## config.mk

```make
export PLATFORM = sky130hd
export DESIGN_NAME = mul_arb_ctrl
export DESIGN_NICKNAME = d
export VERILOG_FILES = /design/src/rtl/mul_arb_ctrl.sv
export SDC_FILE = /design/constraint.sdc
export NUM_CORES = 1
export LEC_CHECK = 0
export ABC_AREA = 1
export BUFFER_PORTS_ARGS = -buffer_cell sky130_fd_sc_hd__buf_2
export CAP_MARGIN = 15
export CORE_ASPECT_RATIO = 1.4
export CORE_MARGIN = 3
export CORE_UTILIZATION = 40
export CTS_CLUSTER_SIZE = 25
export DETAILED_ROUTE_END_ITERATION = 12
export PLACE_DENSITY = 0.69
export SLEW_MARGIN = 25
export SYNTH_ARGS = -nofsm -noshare
export SYNTH_HDL_FRONTEND = slang
export SYNTH_HIERARCHICAL = 1
export SYNTH_SLANG_ARGS = --single-unit
```

## constraint.sdc

```tcl
create_clock -name clk -period 7.6 [get_ports clk]
set_input_delay 0.76 -clock clk [delete_from_list [all_inputs] [get_ports clk]]
set_output_delay 0.76 -clock clk [all_outputs]
set_load 0.1 [all_outputs]
```

## src/rtl/mul_arb_ctrl.sv

```systemverilog
// rtl/mul_arb_ctrl.sv - round-robin arbiter sharing one 8x8 unsigned multiplier
//
// Ports:
//   clk, rst            clock, asynchronous active-high reset
//   req_valid/a/b       per-requester operation request and operands (8 bits each)
//   req_ready           one-hot grant, combinational, only in IDLE
//   rsp_valid/id/data   result handshake: owner index and 16-bit product
//   rsp_ready           consumer accepts the result
//   busy                high while an operation is in flight
//   op_count            completed results, wraps modulo 2**16

module mul8x8_array (
    input  logic [7:0]  a,
    input  logic [7:0]  b,
    output logic [15:0] p
);
    // Shift-and-add over the rows of partial products.
    always_comb begin
        p = '0;
        for (int i = 0; i < 8; i++) begin
            if (b[i]) begin
                p = p + (16'(a) << i);
            end
        end
    end
endmodule

module mul_arb_ctrl #(
    parameter int N_REQ = 4,
    parameter int IDW   = 3
) (
    input  logic               clk,
    input  logic               rst,
    input  logic [N_REQ-1:0]   req_valid,
    input  logic [8*N_REQ-1:0] req_a,
    input  logic [8*N_REQ-1:0] req_b,
    output logic [N_REQ-1:0]   req_ready,
    output logic               rsp_valid,
    output logic [IDW-1:0]     rsp_id,
    output logic [15:0]        rsp_data,
    input  logic               rsp_ready,
    output logic               busy,
    output logic [15:0]        op_count
);
    typedef enum logic [1:0] {IDLE, MUL, HOLD} state_t;

    state_t         state, state_nxt;
    logic [IDW-1:0] rr_ptr;
    logic [IDW-1:0] grant_idx;
    logic           grant_vld;
    logic [IDW:0]   cand;
    logic           accept;
    logic [7:0]     sel_a, sel_b;
    logic [7:0]     op_a, op_b;
    logic [IDW-1:0] op_id;
    logic [15:0]    product;

    // Round-robin search: scan distances from rr_ptr downward so the
    // nearest pending requester (smallest distance) is the last one written.
    always_comb begin
        grant_vld = 1'b0;
        grant_idx = '0;
        cand      = '0;
        for (int k = N_REQ - 1; k >= 0; k--) begin
            cand = {1'b0, rr_ptr} + (IDW+1)'(k);
            if (cand >= (IDW+1)'(N_REQ)) begin
                cand = cand - (IDW+1)'(N_REQ);
            end
            for (int j = 0; j < N_REQ; j++) begin
                if (req_valid[j] && cand == (IDW+1)'(j)) begin
                    grant_vld = 1'b1;
                    grant_idx = IDW'(j);
                end
            end
        end
    end

    assign accept = grant_vld && (state == IDLE) && !rst;
    assign busy   = (state != IDLE);

    always_comb begin
        req_ready = '0;
        sel_a     = '0;
        sel_b     = '0;
        for (int j = 0; j < N_REQ; j++) begin
            if (grant_idx == IDW'(j)) begin
                req_ready[j] = accept;
                sel_a        = req_a[8*j +: 8];
                sel_b        = req_b[8*j +: 8];
            end
        end
    end

    always_comb begin
        state_nxt = state;
        case (state)
            IDLE:    if (accept) state_nxt = MUL;
            MUL:     state_nxt = HOLD;
            HOLD:    if (rsp_ready) state_nxt = IDLE;
            default: state_nxt = IDLE;
        endcase
    end

    mul8x8_array u_mul (
        .a (op_a),
        .b (op_b),
        .p (product)
    );

    always_ff @(posedge clk or posedge rst) begin
        if (rst) begin
            state     <= IDLE;
            rr_ptr    <= '0;
            op_a      <= '0;
            op_b      <= '0;
            op_id     <= '0;
            rsp_valid <= 1'b0;
            rsp_id    <= '0;
            rsp_data  <= '0;
            op_count  <= '0;
        end else begin
            state <= state_nxt;
            if (accept) begin
                op_a   <= sel_a;
                op_b   <= sel_b;
                op_id  <= grant_idx;
                rr_ptr <= (grant_idx == IDW'(N_REQ - 1)) ? '0 : grant_idx + IDW'(1);
            end
            if (state == MUL) begin
                rsp_data  <= product;
                rsp_id    <= op_id;
                rsp_valid <= 1'b1;
            end
            if (state == HOLD && rsp_ready) begin
                rsp_valid <= 1'b0;
                op_count  <= op_count + 16'd1;
            end
        end
    end
endmodule

```

==> results of run 1 <==
## through the flow
step / utilization / setup TNS [ns] / worst slack (ns) / area, um2
global route: 0.615 / -0.731 / -0.261 / 9350
floorplan: - / 0 / 0.0706 / 6290
finish: 0.615 / 0 / 0.0751 / 9350
detailed placement: 0.503 / -1.01 / -0.297 / 7630
CTS: 0.547 / 0 / 0.00511 / 8300
global placement: 0.503 / -0.0807 / -0.0589 / 7630
## worst min-delay path, cell delays in order, from the launching register on
cell     delay (ns)
dfrtp_1        0.34
nand2_1        0.05
nand2_1        0.05
## what timing repair did
action                     CTS  global route
setup endpoints to repair    5             7
setup buffers               17            24
gates resized for setup     39           188
cloned                       0             0
pin swaps                   16           119
## logic make-up (layout without fill, tap and decap cells)
kind of cell             count (synthesis)  after routing  synth area share
AO/OA/AOI/OAI                          122            122             0.109
AND/OR/NAND/NOR                        518            518             0.373
buffers and inverters                  141            371            0.0892
flip-flops                              57             57             0.227
XOR/XNOR                                37             37            0.0516
other                                    2              3           0.00119
adder cells (fa/ha/maj)                 71             71             0.148
## cell type report
class | instances | area, um2
Sequential cell | 57 | 1430
Multi-Input combinational cell | 751 | 5370
Clock buffer | 9 | 225
Clock inverter | 7 | 101
Timing Repair Buffer | 238 | 1540
Inverter | 117 | 442
Fill cell | 1257 | 5840
Tap cell | 192 | 240
## routing by layer
metal	share of wire	vias up	wire length, um	global-route usage
li1	-	3498	-	-
met1	0.37	3263	7280	0.212
met2	0.54	192	10500	0.397
met3	0.044	63	858	0.0352
met4	0.046	0	899	0.0893
met5	0	-	0	0
## how the worst max path moves through the flow
| stage | startpoint | to | slack (ns) |
|---|---|---|---|
| detailed placement | op_a[1] | rsp_data[14] | -0.30 |
| global route | op_b[0] | rsp_data[14] | -0.26 |
| finish | op_b[0] | rsp_data[14] | 0.08 |
| CTS | op_b[0] | rsp_data[14] | 0.005 |
| floorplan | op_a[1] | rsp_data[14] | 0.07 |
| global placement | op_b[0] | rsp_data[14] | -0.06 |
## Yosys cell counts
library cell | count | area, um2
nand2_1 | 343 | 1290
inv_1 | 107 | 402
nand3_1 | 69 | 345
ha_1 | 65 | 813
dfrtp_1 | 57 | 1430
o21ai_0 | 46 | 230
a21oi_1 | 42 | 210
nor2_1 | 27 | 101
xor2_1 | 20 | 175
nand3_2 | 19 | 190
xnor2_1 | 17 | 149
nand2_2 | 16 | 100
and2_1 | 13 | 81.3
clkbuf_1 | 12 | 45.0
a22oi_1 | 9 | 67.6
or2_2 | 9 | 56.3
nand4_1 | 8 | 50.1
buf_2 | 7 | 35.0
inv_2 | 7 | 26.3
fa_1 | 6 | 120
o21ai_2 | 6 | 52.6
nor2_4 | 5 | 56.3
o21ai_1 | 5 | 25.0
o21bai_1 | 5 | 37.5
a31oi_1 | 4 | 25.0
buf_4 | 4 | 30.0
clkinv_1 | 3 | 11.3
nor3_1 | 3 | 15.0
conb_1 | 2 | 7.51
nand2_4 | 2 | 22.5
nor2_2 | 2 | 12.5
o211ai_1 | 2 | 15.0
a21boi_0 | 1 | 7.51
a21oi_2 | 1 | 8.76
and2_4 | 1 | 8.76
buf_6 | 1 | 11.3
nor3b_4 | 1 | 18.8
o311ai_0 | 1 | 8.76
## sequential cells by signal, summed over array words and instances (netlist names)
signal     cells
op_id          2
rsp_data      16
rr_ptr         2
state          2
rsp_id         2
rsp_valid      1
op_a           8
op_b           8
op_count      16
==> results.yml, run 1 <==
critical_path:
  critPathTopFamily: "simple AND/OR/NAND/NOR gates"
  crit_slowest_cell: "dfrtp_2"
  path_buf_inv: 6
  critPathMostFrequentCell: "nand2_2"
  cp-end-kind: "register"
  start_kind: "register"
  r2r_start: "op_b[0]"
  critical_path_arrival_ns: 7.75
  critPathKind: "register to register"
  worst-path-stages: 54
  slowest_delay_ns: 0.46
  crit_fanout: 5
  rr_endpoint: "rsp_data[14]"
  reg2reg_depth: 54
  r2r_setup_slack_ns: 0.08
  critical_path_required_ns: 7.82
global_route:
  track_usage: 0.205
  antenna_found_initial: 0
  grt_pass1_vias: 6818
  grt_max_degree: 58
  gr-total-overflow: 0
  grt_pass1_wl_um: 29900
final_layout:
  antenna_cells: 0
  instances_no_fill: 1371
  drive_gt1_frac: 0.424
  fin_nets: 1316
  syn_to_final_growth_pct: 48.7
  final_common_cell: "nand2_1"
  mostFrequentLayoutCells: "310 x nand2_1, 120 x buf_4, 110 x buf_2"
die:
  die_h_um: 154
  row_count: 53
  core_area_um2: 15200
  dieArea_um2: 17300
  die_w_um: 112
  io_pins: 112
  start_util: 0.414
timing:
  worstMarginPinSlew_ns: 0.760
  finalSetupViolCount: 0
  final.period_utilization: 0.990
  max_freq_mhz: 133
  finalCriticalPeriod_ns: 7.52
  clock_skew_ns: 0.00877
  slew_headroom: 0.493
  timing_max_transition_violations_final: 0
  hold_viol: 0
  hold-worst-slack_ns: 0.465
  rsz0062_at_grt: "yes"
worst_hold_path:
  min_path_type: "register to register"
  hold_path_end: "rsp_data[9]"
  hold_start: "rsp_data[9]"
  holdPathStages: 2
clock_tree:
  clockBufferDepth: 2
  cts_tree: "yes"
  clk_latency_ns: 0.33
  clock-sinks: 57
  htree_levels: 3
  cts_made_buffers: 9
  root_buffer: "clkbuf_16"
  cts.clk_slew.worst_paths_ns: 0.06
  cts_hold_buf: 0
place:
  io_buffer_count: 110
  dp_hpwl_um: 13600
  gp_congestion: 0.866
  dp_cells: 1316
logic_synthesis:
  synth_area_um2: 6290
  netlist_instances: 948
  avgSynthCellArea_um2: 6.63
  seq_area_frac_synth: 0.227
  ys_warn_count: 6
  synth-seq-cells: 57
  ys_types: 38
routing:
  ant_nets: 0
  drc: 0
  wirelength_um: 19500
  dr_total_vias: 7016
  drt_first_pass_iters: 5
  drt-vias-per-instance: 5.12
  drt_iter0_drc: 275
  wl_per_cell_um: 14.2
run_status:
  status: "completed"
job:
  cap_violations: 0
Power of run 1 is not shown: default switching activity piles up to over one toggle a cycle in this logic, so the estimate is an artifact.
==> run 2, diff against run 1 <==
--- a/config.mk
+++ b/config.mk
@@ -10,10 +10,10 @@
 export CAP_MARGIN = 15
 export CORE_ASPECT_RATIO = 1.4
 export CORE_MARGIN = 3
-export CORE_UTILIZATION = 40
+export CORE_UTILIZATION = 47
 export CTS_CLUSTER_SIZE = 25
 export DETAILED_ROUTE_END_ITERATION = 12
-export PLACE_DENSITY = 0.69
+export PLACE_DENSITY = 0.78
 export SLEW_MARGIN = 25
 export SYNTH_ARGS = -nofsm -noshare
 export SYNTH_HDL_FRONTEND = slang
==> run 2 against run 1 <==
  * The flow now finishes with violations (setup timing)
  * Critical path depth up 1
  * Cell area down 2.9%
  * Clock-buffer cell count up 1
  * Clock skew up 0.00087 ns
  * Routed wire length up 25%
  * Setup slack worse by 0.48 ns
  * Sequential share of layout area up 0.46 points
  * Non-clock buffer count up 2
  * Via count up 11%
  * Sequential cell count unchanged
  * Register-to-register slack worse by 0.48 ns
  * Cell count down 0.88%
  * Critical endpoint unchanged
==> results.yml, run 2 (synthesis results as in run 1) <==
routing:
  wirelength_um: 24300
  drc: 0
  drt_iter0_drc: 833
  drt-vias-per-instance: 5.73
  dr_total_vias: 7784
  wl_per_cell_um: 17.9
  ant_nets: 0
  drt_first_pass_iters: 6
clock_tree:
  cts_made_buffers: 9
  root_buffer: "clkbuf_16"
  cts_tree: "yes"
  htree_levels: 3
  cts.clk_slew.worst_paths_ns: 0.06
  clock-sinks: 57
  clk_latency_ns: 0.34
  clockBufferDepth: 2
place:
  gp_congestion: 0.954
  dp_hpwl_um: 12900
  io_buffer_count: 110
die:
  io_pins: 112
  die_h_um: 143
  start_util: 0.484
  core_area_um2: 13000
  row_count: 49
  die_w_um: 104
  dieArea_um2: 14800
global_route:
  grt_pass1_wl_um: 29900
  grt_pass1_vias: 6775
  top_usage_layer: "met2"
  met3_usage: 0.0461
  gr-total-overflow: 0
  gr-usage-met1: 0.255
  met2_usage: 0.469
  track_usage: 0.242
  grt_max_degree: 58
  antenna_found_initial: 0
critical_path:
  cp-end-kind: "register"
  critical_path_arrival_ns: 8.23
  critical_path_required_ns: 7.83
  slowest_delay_ns: 0.43
  crit_slowest_cell: "dfrtp_1"
  start_kind: "register"
  critPathKind: "register to register"
  crit_fanout: 4
  critPathMostFrequentCell: "nand2_2"
timing:
  finalCriticalPeriod_ns: 8.00
  worstMarginPinSlew_ns: 0.794
  timing_max_transition_violations_final: 0
  final.period_utilization: 1.05
  slew_headroom: 0.470
  setup_tns_ns: -1.39
  max_freq_mhz: 125
  hold_viol: 0
  clock_skew_ns: 0.00964
  finalSetupViolCount: 6
  layout_setup_ws_ns: -0.402
  rsz0062_at_grt: "yes"
job:
  cap_violations: 0
final_layout:
  antenna_cells: 0
  final_common_cell: "nand2_1"
  mostFrequentLayoutCells: "313 x nand2_1, 129 x buf_4, 110 x buf_2"
  syn_to_final_growth_pct: 44.3
  reg.largest.list: "op_count x16, rsp_data x16"
  drive_gt1_frac: 0.407
  fin_nets: 1318
run_status:
  status: "finished, violations left"
  violations: "setup timing"
worst_hold_path:
  min_path_type: "register to register"
run 2: what timing repair did:
action | CTS | global route
resized for setup | 41 | 153
buffers inserted | 36 | 18
endpoints found under the setup margin | 5 | 9
hold buffers | 0 | 0
pin swaps | 26 | 95
run 2: final timing paths:
kind | slack [ns] | from | cells past startpoint | to
worst max-delay path | -0.40 | op_a[2] | 55 | rsp_data[14]
max in group asynchronous | 6.43 | rst | 3 | op_a[1]
worst min register to register | 0.46 | op_count[15] | 1 | op_count[15]
min in group asynchronous | 0.65 | rst | 3 | op_count[3]
worst max register to register | -0.40 | op_a[2] | 55 | rsp_data[14]
worst min-delay path | 0.46 | op_count[15] | 1 | op_count[15]
run 2: metal layers:
metal  vias up  share of wire
li1       3499              -
met3       183          0.077
met5         -              0
met4         0          0.069
met1      3557           0.35
met2       545           0.50
run 2: area by class of cell:
class | instances | area [um2]
clock buffers | 10 | 239
clock inverters | 6 | 42.5
repair buffers | 240 | 1530
multi-input cells | 751 | 5160
flip-flops and latches | 57 | 1430
well taps | 178 | 223
inverters | 117 | 444
fillers | 941 | 3920
run 2: stage by stage:
stage / worst slack (ns) / utilization / instance area (um2) / hold WS (ns) / cells
after floorplan: 0.0706 / - / 6290 / 0.447 / 949
after global placement: -0.207 / 0.579 / 7530 / 0.450 / 1291
after detailed placement: -0.369 / 0.579 / 7530 / 0.453 / 1291
after CTS: 0.00771 / 0.633 / 8230 / 0.467 / 1342
after global routing: -0.722 / 0.698 / 9070 / 0.482 / 1359
final: -0.402 / 0.698 / 9070 / 0.464 / 1359
run 2: critical path: cells and delay by family, from the launching register on:
kind | cells | cell delay (ns)
XOR/XNOR | 5 | 0.92
flip-flops | 1 | 0.43
buffers and inverters | 5 | 0.37
AND/OR/NAND/NOR | 28 | 2.81
adder cells (fa/ha/maj) | 7 | 1.71
AO/OA/AOI/OAI | 10 | 1.64
Power of run 2 is left out for the same reason.
==> run 3, diff against run 2 <==
--- a/config.mk
+++ b/config.mk
@@ -17,5 +17,4 @@
 export SLEW_MARGIN = 25
 export SYNTH_ARGS = -nofsm -noshare
 export SYNTH_HDL_FRONTEND = slang
-export SYNTH_HIERARCHICAL = 1
 export SYNTH_SLANG_ARGS = --single-unit
==> run 3 against run 2 <==
  * The flow still finishes with violations (setup timing)
  * Cell count is 6.8% lower
  * Setup slack better by 0.097 ns
  * Critical path depth down 12
  * Via count fell by 8.4%
  * Area after synthesis down 0.42%
  * Non-clock buffer count fell by 22
  * Sequential cell count unchanged
  * Global-route usage is 0.12 points higher
  * Critical path type unchanged
  * Worst hold slack better by 0.0054 ns
  * Sequential share of layout area up 0.41 points
  * Synthesized cell count fell by 7.3%
  * Critical endpoint is now rsp_data[15]
==> results.yml, run 3 <==
die:
  die_h_um: 143
  core_area_um2: 12900
  io_pins: 112
  row_count: 49
  die_w_um: 104
  start_util: 0.484
  dieArea_um2: 14800
global_route:
  track_usage: 0.244
  grt_max_degree: 58
  gr-total-overflow: 0
  grt_pass1_wl_um: 29600
  antenna_found_initial: 0
  grt_pass1_vias: 6562
routing:
  wirelength_um: 21500
  drc: 0
  drt_iter0_drc: 487
  drt-vias-per-instance: 5.63
  ant_nets: 0
  drt_first_pass_iters: 5
  dr_total_vias: 7132
  wl_per_cell_um: 17.0
logic_synthesis:
  yosysTopAreaCell: "dfrtp_1"
  synthArstFlopShare: 1.00
  netlist_instances: 879
  synth_area_leaders: "dfrtp_1 23%, nand2_1 14%, ha_1 13%, nand3_1 7.2%, inv_1 5.6%"
  seq_area_frac_synth: 0.228
  ys_types: 56
  synth_edf_count: 0
  synth_top_area_share: 0.228
  synth_area_um2: 6260
  synthMostInstantiatedCell: "nand2_1"
  synth-seq-cells: 57
  yosys-top-cells-count: "228 x nand2_1, 93 x inv_1, 90 x nand3_1"
  avgSynthCellArea_um2: 7.12
  ys.flop_type: "dfrtp_1"
  ys_warn_count: 0
clock_tree:
  htree_levels: 3
  cts_tree: "yes"
  cts.clk_slew.worst_paths_ns: 0.06
  root_buffer: "clkbuf_16"
  clk_latency_ns: 0.33
  clockBufferDepth: 2
  clock-sinks: 57
  cts_made_buffers: 9
critical_path:
  start_kind: "register"
  critical_path_required_ns: 7.82
  crit_fanout: 5
  crit_slowest_cell: "fa_2"
  critical_path_arrival_ns: 8.12
  r2r_setup_slack_ns: -0.30
  critPathKind: "register to register"
  cp-end-kind: "register"
  slowest_delay_ns: 0.54
timing:
  layout_setup_ws_ns: -0.305
  timing_max_transition_violations_final: 0
  setup_tns_ns: -0.856
  worstMarginPinSlew_ns: 0.788
  slew_headroom: 0.474
  rsz0062_at_grt: "yes"
  max_freq_mhz: 127
  clock_skew_ns: 0.0116
  finalSetupViolCount: 4
  hold_viol: 0
  hold-worst-slack_ns: 0.469
  final.period_utilization: 1.04
  finalCriticalPeriod_ns: 7.90
place:
  dp_slack_ns: -0.322
  dp_hpwl_um: 13700
  gp_congestion: 0.957
  io_buffer_count: 110
final_layout:
  antenna_cells: 0
  syn_to_final_growth_pct: 41.2
  fin_nets: 1227
  final_common_cell: "nand2_1"
  mostFrequentLayoutCells: "198 x nand2_1, 110 x buf_2, 104 x buf_4"
  drive_gt1_frac: 0.419
  reg.largest.list: "op_count x16, rsp_data x16"
run_status:
  status: "finished, violations left"
  violations: "setup timing"
job:
  cap_violations: 0
worst_hold_path:
  min_path_type: "register to register"
[run 3: changes by cell type after synthesis, sizes merged, moves of 5 or more]
| cell | change |
|---|---|
| a21oi | +12 |
| a22oi | -8 |
| inv | -13 |
| nand2 | -123 |
| nand3 | +13 |
| nand4 | +5 |
| nor2 | +15 |
| o211ai | +6 |
| o221ai | +10 |
| or2 | +5 |
| xnor2 | -6 |
[run 3: path summary, 6_finish.rpt]
check,from,endpoint,cells after the start
max in group asynchronous,rst,op_a[1],3
min reg2reg,op_count[15],op_count[15],1
max reg2reg,op_b[0],rsp_data[15],43
max,op_b[0],rsp_data[15],43
min in group asynchronous,rst,op_count[1],3
min,op_count[15],op_count[15],1
[run 3: worst max-delay path, delay by kind of cell, from the launching register on]
| family | cells | cell delay, ns |
|---|---|---|
| AND/OR/NAND/NOR | 10 | 1.17 |
| buffers and inverters | 8 | 0.47 |
| AO/OA/AOI/OAI | 11 | 1.30 |
| flip-flops | 1 | 0.44 |
| adder cells (fa/ha/maj) | 13 | 4.28 |
| XOR/XNOR | 1 | 0.14 |
[run 3: layer usage]
| layer | vias up | GRT usage | wire, um |
|---|---|---|---|
| li1 | 3317 | - | - |
| met1 | 3334 | 0.262 | 7610 |
| met2 | 374 | 0.469 | 11300 |
| met3 | 107 | 0.0386 | 1420 |
| met4 | 0 | 0.111 | 1160 |
| met5 | - | 0 | 0 |
[run 3: final cells by class]
class,instances,area [um2]
fill,940,4100
inverter,107,407
clock inverter,5,80.1
timing repair buffer,218,1380
multi-input combinational,690,5090
clock buffer,11,233
tap,178,223
sequential,57,1430
[run 3: logic make-up (layout without fill, tap and decap cells)]
family | Yosys count | in the layout | share of synthesized area
XOR/XNOR | 35 | 35 | 0.0490
adder cells (fa/ha/maj) | 73 | 73 | 0.154
AND/OR/NAND/NOR | 434 | 434 | 0.329
flip-flops | 57 | 57 | 0.228
other | 2 | 3 | 0.00120
buffers and inverters | 133 | 341 | 0.0885
multiplexers | 1 | 1 | 0.00180
AO/OA/AOI/OAI | 144 | 144 | 0.148
[run 3: stage by stage]
step / area [um2] / utilization / cells
after floorplan: 6270 / - / 880
after global placement: 7500 / 0.579 / 1222
after detailed placement: 7500 / 0.579 / 1222
after CTS: 8150 / 0.630 / 1250
after global routing: 8840 / 0.683 / 1266
final: 8840 / 0.683 / 1266
[run 3: what timing repair did]
item                                    in CTS  in global routing
endpoints found under the hold margin        0                  0
endpoints found under the setup margin       5                  7
hold buffers                                 0                  0
pin swaps                                   21                 90
setup buffers                               12                 17
resized for setup                           44                121
Power of run 3 is left out for the same reason.
